## src/rtl/program_counter.sv

```systemverilog
// Program counter with jump, increment and call/return via a LIFO return-address stack.
// Latency: 1 cycle; PC_STACK_ERR_EN adds a sticky error for stack overflow/underflow
// instead of circular overwrite. Backpressure: none, a command is accepted every cycle.
module program_counter #(
  parameter int WIDTH = 16,
  parameter int DEPTH = 8
) (
  input  logic                   clk,
  input  logic                   reset,
  output logic [WIDTH-1:0]       out,
  input  logic [WIDTH-1:0]       in,
  input  logic                   load,
  input  logic                   call,
  input  logic                   ret,
  input  logic                   inc,
  output logic [$clog2(DEPTH):0] depth,
  output logic                   empty,
  output logic                   full,
  output logic                   err
);
  localparam int PW = $clog2(DEPTH);
  localparam logic [PW:0] FULL_CNT = (PW+1)'(DEPTH);

  logic [WIDTH-1:0] stack [DEPTH];
  // Next slot to write; the top entry sits one below. Wraps, so a full stack
  // points at its oldest entry, which is what circular overwrite replaces.
  logic [PW-1:0]    top_ptr;
  logic [WIDTH-1:0] ret_addr;
  logic [WIDTH-1:0] top_val;
  logic             do_call;
  logic             do_ret;
  logic             push;

  assign empty    = (depth == '0);
  assign full     = (depth == FULL_CNT);
  assign ret_addr = out + 1'b1;
  assign top_val  = stack[top_ptr - 1'b1];
  assign do_call  = !load && call;
  assign do_ret   = !load && !call && ret;

`ifdef PC_STACK_ERR_EN
  assign push = do_call && !full;
`else
  assign push = do_call;
`endif

  always_ff @(posedge clk) begin
    if (reset) begin
      out     <= '0;
      depth   <= '0;
      top_ptr <= '0;
    end else begin
      if (load || do_call) begin
        out <= in;
      end else if (do_ret) begin
        if (!empty) out <= top_val;
      end else if (inc) begin
        out <= ret_addr;
      end

      if (push) begin
        top_ptr <= top_ptr + 1'b1;
        if (!full) depth <= depth + 1'b1;
      end else if (do_ret && !empty) begin
        top_ptr <= top_ptr - 1'b1;
        depth   <= depth - 1'b1;
      end
    end
  end

  always_ff @(posedge clk) begin
    if (!reset && push) stack[top_ptr] <= ret_addr;
  end

`ifdef PC_STACK_ERR_EN
  always_ff @(posedge clk) begin
    if (reset) begin
      err <= 1'b0;
    end else if ((do_call && full) || (do_ret && empty)) begin
      err <= 1'b1;
    end
  end
`else
  assign err = 1'b0;
`endif

endmodule

```

## config.mk

```make
export PLATFORM = sky130hd
export DESIGN_NAME = program_counter
export DESIGN_NICKNAME = d
export VERILOG_FILES = /design/src/rtl/program_counter.sv
export SDC_FILE = /design/constraint.sdc
export NUM_CORES = 1
export LEC_CHECK = 0
export BUFFER_PORTS_ARGS = -buffer_cell sky130_fd_sc_hd__buf_2
export CAP_MARGIN = 20
export CORE_MARGIN = 3
export CORE_UTILIZATION = 65
export DETAILED_ROUTE_END_ITERATION = 8
export PLACE_DENSITY = 0.85
export SYNTH_ARGS = -nofsm -noshare
export SYNTH_HDL_FRONTEND = slang
export SYNTH_SLANG_ARGS = --single-unit
```

## constraint.sdc

```tcl
create_clock -name clk -period 7 [get_ports clk]
set_input_delay 0 -clock clk [delete_from_list [all_inputs] [get_ports clk]]
set_output_delay 0 -clock clk [all_outputs]
set_load 0.05 [all_outputs]
```

==> run_results.csv, run 1 <==
group,metric,value,unit
pwr,power_density,311,mW/mm2
yosys,seq_area_frac_synth,0.650,
floorplanning,rows,36,
floorplanning,start_util,0.674,
clock_tree,cts_tree,"done",
grt,grt_max_degree,35,
finish,diodes,0,
route,dr.first_iter.drc_count,794,
route,avgRoutedWirePerCell,26.4,um
yosys,synth_top_area_frac,0.581,
clock_tree,clockRootBuffer,"clkbuf_8",
sta,rsz0062_at_grt,"no",
worst_hold_path,hold_class,"input port to flop",
yosys,synth_area_leader_cell,"edfxtp_1",
clock_tree,clk_latency,0.53,ns
job,drv_cap,0,
clock_tree,clkTransAtPathRegs,0.06,ns
floorplanning,die_w,107,um
clock_tree,post_cts_resized,0,
worst_setup_path,rrSetupSlack,3.41,ns
worst_setup_path,critPathLaunch,"top_ptr[0]",
floorplanning,die-area,0.0114,mm2
worst_setup_path,cp_slowest_cell,"mux4_1",
route,viasPerCell,6.88,
clock_tree,postCtsHoldBufs,19,
yosys,syn_nets,461,
sta,fin_crit,3.59,ns
placed_design,dp_hpwl,9.94,mm
route,drc_errors,0,
worst_setup_path,worstReg2RegStart,"top_ptr[0]",
floorplanning,pin_count,45,
grt,grt-ovfl-total,0,
worst_setup_path,crit_path_start_kind,"flop",
grt,grtUsageTotal,0.321,
placed_design,numPortBuffers,43,
sta,finalHoldViolCount,0,
placed_design,placedCellCount,599,
yosys,ys_warn_count,0,
yosys,syn_avg_cell_area,15.2,um2
sta,period_share,0.513,
yosys,synth_edf_count,128,
grt,grt_pass1_wl,26.3,mm
placed_design,place_congestion,0.899,
yosys,ys_ff_latch,151,
finish,fill_cells,501,
worst_setup_path,crit_path_end_kind,"flop",
yosys,synth_mux_area_frac,0.122,
yosys,synth_top_family_by_area,"multiplexers",
yosys,synthAdderAreaFrac,0.00945,
outcome,status,"finished clean",
finish,synthToLayoutAreaGrowth,17.4,%
worst_setup_path,crit_type,"flop to flop",
yosys,synth_area_leaders,"edfxtp_1, dfxtp_1, mux4_2",
floorplanning,die_height,107,um
route,first_pass_iters,7,
pwr,ir_drop,0.195,mV
sta,max_freq,0.279,GHz
worst_setup_path,critPathTopFamily,"buffers and inverters",
grt,grt_pass1_vias,4565,
worst_setup_path,path_cells,"buf_4, inv_1, ha_1, xor2_4, mux4_1, o211ai_1, a31oi_1, dlygate4sd3_1",
yosys,synth_xor_area_frac,0.0320,
worst_hold_path,hp-start,"in[6]",
clock_tree,cts_sinks,151,
sta,final_max_slew_viol_count,0,
clock_tree,cts-buffers-inserted,17,
finish,drive_above_1_share,0.230,
sta,tightest_slew,0.943,ns
yosys,synth_compound_area_frac,0.0647,
finish,stdcell_count,650,
yosys,synth_cell_types,59,
worst_setup_path,worst_path_largest_cell_delay,0.65,ns
placed_design,dp_slack,3.76,ns
yosys,ys.flop_type,"edfxtp_1",
clock_tree,clock_path_buffers,2,
pwr,leakage,2.75,nW
sta,setup_slack,3.41,ns
route,wirelength,17.2,mm
worst_setup_path,cp.buffers_inverters,3,
finish,layout.nets,531,
worst_setup_path,critPathRequiredTime,7.41,ns
yosys,yosys.area_share.simple,0.0955,
clock_tree,htreeDepth,4,
yosys,yosysMostFrequentCell,"edfxtp_1",
sta,fin_setup_tns,0,ns
route,vias,4474,
floorplanning,core_area,0.00982,mm2
yosys,synth_area,0.00662,mm2
grt,antenna_found_initial,0,
yosys,ys_top_cells_by_count,"edfxtp_1, nor2_1, nand2_1",
worst_setup_path,worstPathArrival,4.00,ns
sta,slew_headroom,0.369,
yosys,synthCells,434,
worst_setup_path,path_max_fanout,34,
clock_tree,post_cts_buffers,0,
sta,setup_viol,0,
route,ant_nets,0,
yosys,async_reset_ff_frac,0,
sta,skew,0.0101,ns
## cells by family after synthesis
group,after synthesis
DFF,151
and+or+nand+nor,132
AOI/OAI and AO/OA,56
muxes,38
buffers and inverters,29
xor gates and xnor gates,22
adders and majority gates,5
other,1
## metal layers
layer	vias to the layer above	part of all wire	track usage
met3	105	0.11	0.0861
li1	1849	-	-
met2	398	0.48	0.510
met5	-	0	0.00476
met1	2122	0.35	0.408
met4	0	0.051	0.171
## cell type report
cell class	count	area, um2	area share
sequential	151	4310	0.554
inverter	7	26.3	0.00338
multi-input combinational	254	2170	0.279
tap	133	166	0.0214
clock inverter	9	149	0.0192
clock buffer	23	467	0.0601
timing repair buffer	73	488	0.0628
## flip-flops by register name, summed over array words and instances, names as in the netlist
register,count
top_ptr,3
out,16
stack,128
depth,4
## worst paths after layout
check,to,cells after the start
min,out[6],3
max reg2reg,out[4],8
min reg2reg,out[0],2
max,out[4],8
## layout by cell type, fill, tap and decap left out, types with 11 or more instances in the layout
cell type,n
edfxtp_1,128
dfxtp_1,22
nand2_1,36
mux4_1,11
mux4_2,20
buf_2,43
nor2_1,39
clkbuf_16,16
nand3_1,12
xnor2_1,15
dlygate4sd3_1,19
buf_4,11
## worst reg2reg max path: stages, from the launching register on
cell	delay (ns)
dfxtp_2	0.31
buf_4	0.48
inv_1	0.21
ha_1	0.35
xor2_4	0.64
mux4_1	0.65
o211ai_1	0.17
a31oi_1	0.10
dlygate4sd3_1	0.56
## report_power, final
group / switching, mW / internal [mW] / leakage (nW)
clock network: 0.338 / 0.606 / 0.306
registers: 0.0401 / 1.01 / 1.36
logic: 0.268 / 0.147 / 1.08
## metrics by stage
step	utilization	power (mW)	cell area (um2)	hold WS, ns
after floorplan	-	1.36	6620	0.137
after global placement	0.709	1.44	6960	0.259
after detailed placement	0.709	1.46	6960	0.257
after CTS	0.791	2.41	7770	0.00491
after global routing	0.791	2.48	7770	0.00522
final	0.791	2.41	7770	0.0210
Note: power is estimated with default switching activity, not from simulation.
==> inputs of run 2 (changes only) <==
Settings changed: CORE_UTILIZATION 65 to 54, PLACE_DENSITY 0.85 to 0.75.
Clock period 7 ns to 3.1 ns, I/O delays scaled along.
==> run 2 against run 1 <==
Compared with the run above:
- final cell count increased by 2.0%
- highest routed layer unchanged
- combinational power increased by 120%
- first-iteration DRC count decreased by 50%
==> run_results.csv, run 2 (synthesized netlist as in run 1, its figures left out) <==
group,metric,value,unit
outcome,status,"finished clean",
clock_tree,clock_path_buffers,2,
worst_setup_path,rrSetupSlack,0.77,ns
pwr,power,5.39,mW
clock_tree,htreeDepth,4,
grt,met2_usage,0.383,
floorplanning,rows,39,
worst_setup_path,cp_slowest_cell,"dfxtp_1",
clock_tree,clkTransAtPathRegs,0.06,ns
worst_setup_path,cp.buffers_inverters,2,
pwr,power_density,692,mW/mm2
floorplanning,start_util,0.565,
worst_setup_path,critPathTopFamily,"flip-flops",
clock_tree,clockRootBuffer,"clkbuf_16",
worst_setup_path,worst_path_largest_cell_delay,0.50,ns
sta,setup_viol,0,
finish,top_regs,"stack: 128 flops, out: 16 flops, depth: 4 flops",
grt,grt_most_used_layer,"met2",
route,wirelength,15.2,mm
grt,grt-ovfl-total,0,
sta,fin_setup_tns,0,ns
clock_tree,post_cts_resized,0,
finish,layout.nets,534,
grt,met3_usage,0.0663,
sta,rsz0062_at_grt,"no",
worst_setup_path,reg2reg_depth,7,
grt,grt_max_degree,34,
clock_tree,clk_latency,0.42,ns
worst_setup_path,crit_path_start_kind,"flop",
grt,grtUsageTotal,0.239,
placed_design,placed_area,0.00703,mm2
finish,largest_register_ffs,128,
finish,stdcell_area,0.00778,mm2
sta,period_share,0.751,
worst_hold_path,hp-start,"reset",
sta,fin_crit,2.33,ns
grt,antenna_found_initial,0,
sta,max_freq,0.429,GHz
placed_design,dp_slack,0.832,ns
clock_tree,postCtsHoldBufs,14,
pwr,ir_drop,0.406,mV
finish,layout_commonest_cell,"edfxtp_1",
route,drc_errors,0,
sta,skew,0.00975,ns
sta,slew_headroom,0.459,
sta,final_max_slew_viol_count,0,
clock_tree,post_cts_buffers,0,
placed_design,dp_hpwl,10.0,mm
finish,final_util,0.664,
finish,diodes,0,
sta,tightest_slew,0.811,ns
pwr,leakage,2.75,nW
worst_setup_path,path_cells,"inv_1, ha_1, xor2_4, buf_4, mux2i_1, o21ai_1, a311o_1",
finish,regMostFlops,"stack",
sta,finalHoldViolCount,0,
route,first_pass_iters,7,
worst_setup_path,path_max_fanout,11,
clock_tree,cts_tree,"done",
grt,grt_pass1_wl,23.3,mm
placed_design,place_congestion,0.893,
route,viasPerCell,6.27,
grt,grt_pass1_vias,4119,
finish,synthToLayoutAreaGrowth,17.6,%
floorplanning,die-area,0.0136,mm2
clock_tree,cts_sinks,151,
route,dr.first_iter.drc_count,395,
worst_setup_path,r2r_end,"out[12]",
sta,setup_slack,0.771,ns
clock_tree,cts-buffers-inserted,17,
worst_hold_path,hold_class,"input port to flop",
placed_design,numPortBuffers,43,
worst_setup_path,worstReg2RegStart,"top_ptr[1]",
route,vias,4155,
route,ant_nets,0,
finish,most-common-layout-cells,"edfxtp_1, buf_2, nor2_1",
grt,grt_util_met1,0.311,
worst_setup_path,critPathRequiredTime,3.40,ns
floorplanning,die_height,117,um
floorplanning,core_area,0.0117,mm2
route,avgRoutedWirePerCell,22.9,um
job,drv_cap,0,
floorplanning,pin_count,45,
worst_setup_path,worstPathArrival,2.63,ns
worst_setup_path,crit_type,"flop to flop",
worst_hold_path,hold_path_end,"top_ptr[2]",
worst_hold_path,whs_path_depth,2,
floorplanning,die_w,117,um
worst_setup_path,crit_path_end_kind,"flop",
finish,drive_above_1_share,0.238,
[run 2: changes by cell type in the layout (fill, tap and decap cells not counted), sizes merged]
cell / change
clkbuf: -1
buf: +8
dlygate4sd3: -5
clkinv: +1
[run 2: stage by stage]
stage,hold slack (ns),cells
finish,0.0375,663
global route,0.0456,663
CTS,0.0134,663
detailed placement,0.265,617
global placement,0.269,617
floorplan,0.137,434
[run 2: final cells by class]
class / instances / area (um2)
sequential: 151 / 4310
fill: 801 / 3930
multi-input combinational: 254 / 2170
timing repair buffer: 76 / 498
clock buffer: 22 / 454
tap: 143 / 179
clock inverter: 10 / 151
inverter: 7 / 26.3
[run 2: power breakdown]
part / leakage, nW / switching (mW) / internal (mW)
combinational: 1.09 / 0.570 / 0.334
sequential: 1.36 / 0.0865 / 2.29
clock: 0.297 / 0.747 / 1.36
[run 2: worst register-to-register path, delay by kind of cell (launching register included)]
family,cells,cell delay (ns)
XOR/XNOR,1,0.40
adder cells (fa/ha/maj),1,0.28
flip-flops,1,0.50
multiplexers,1,0.23
AO/OA/AOI/OAI,2,0.43
buffers and inverters,2,0.36
[run 2: worst max-delay path by stage]
stage,start,cells past startpoint,to
floorplan,depth[3],5,depth[3]
global placement,top_ptr[1],6,out[4]
detailed placement,top_ptr[1],6,out[9]
CTS,top_ptr[1],7,out[12]
global route,out[0],6,out[14]
finish,top_ptr[1],7,out[12]
[run 2: routing by layer]
metal	vias to the layer above	part of all wire
li1	1850	-
met4	0	0.027
met3	44	0.077
met1	2055	0.40
met5	-	0
met2	206	0.50
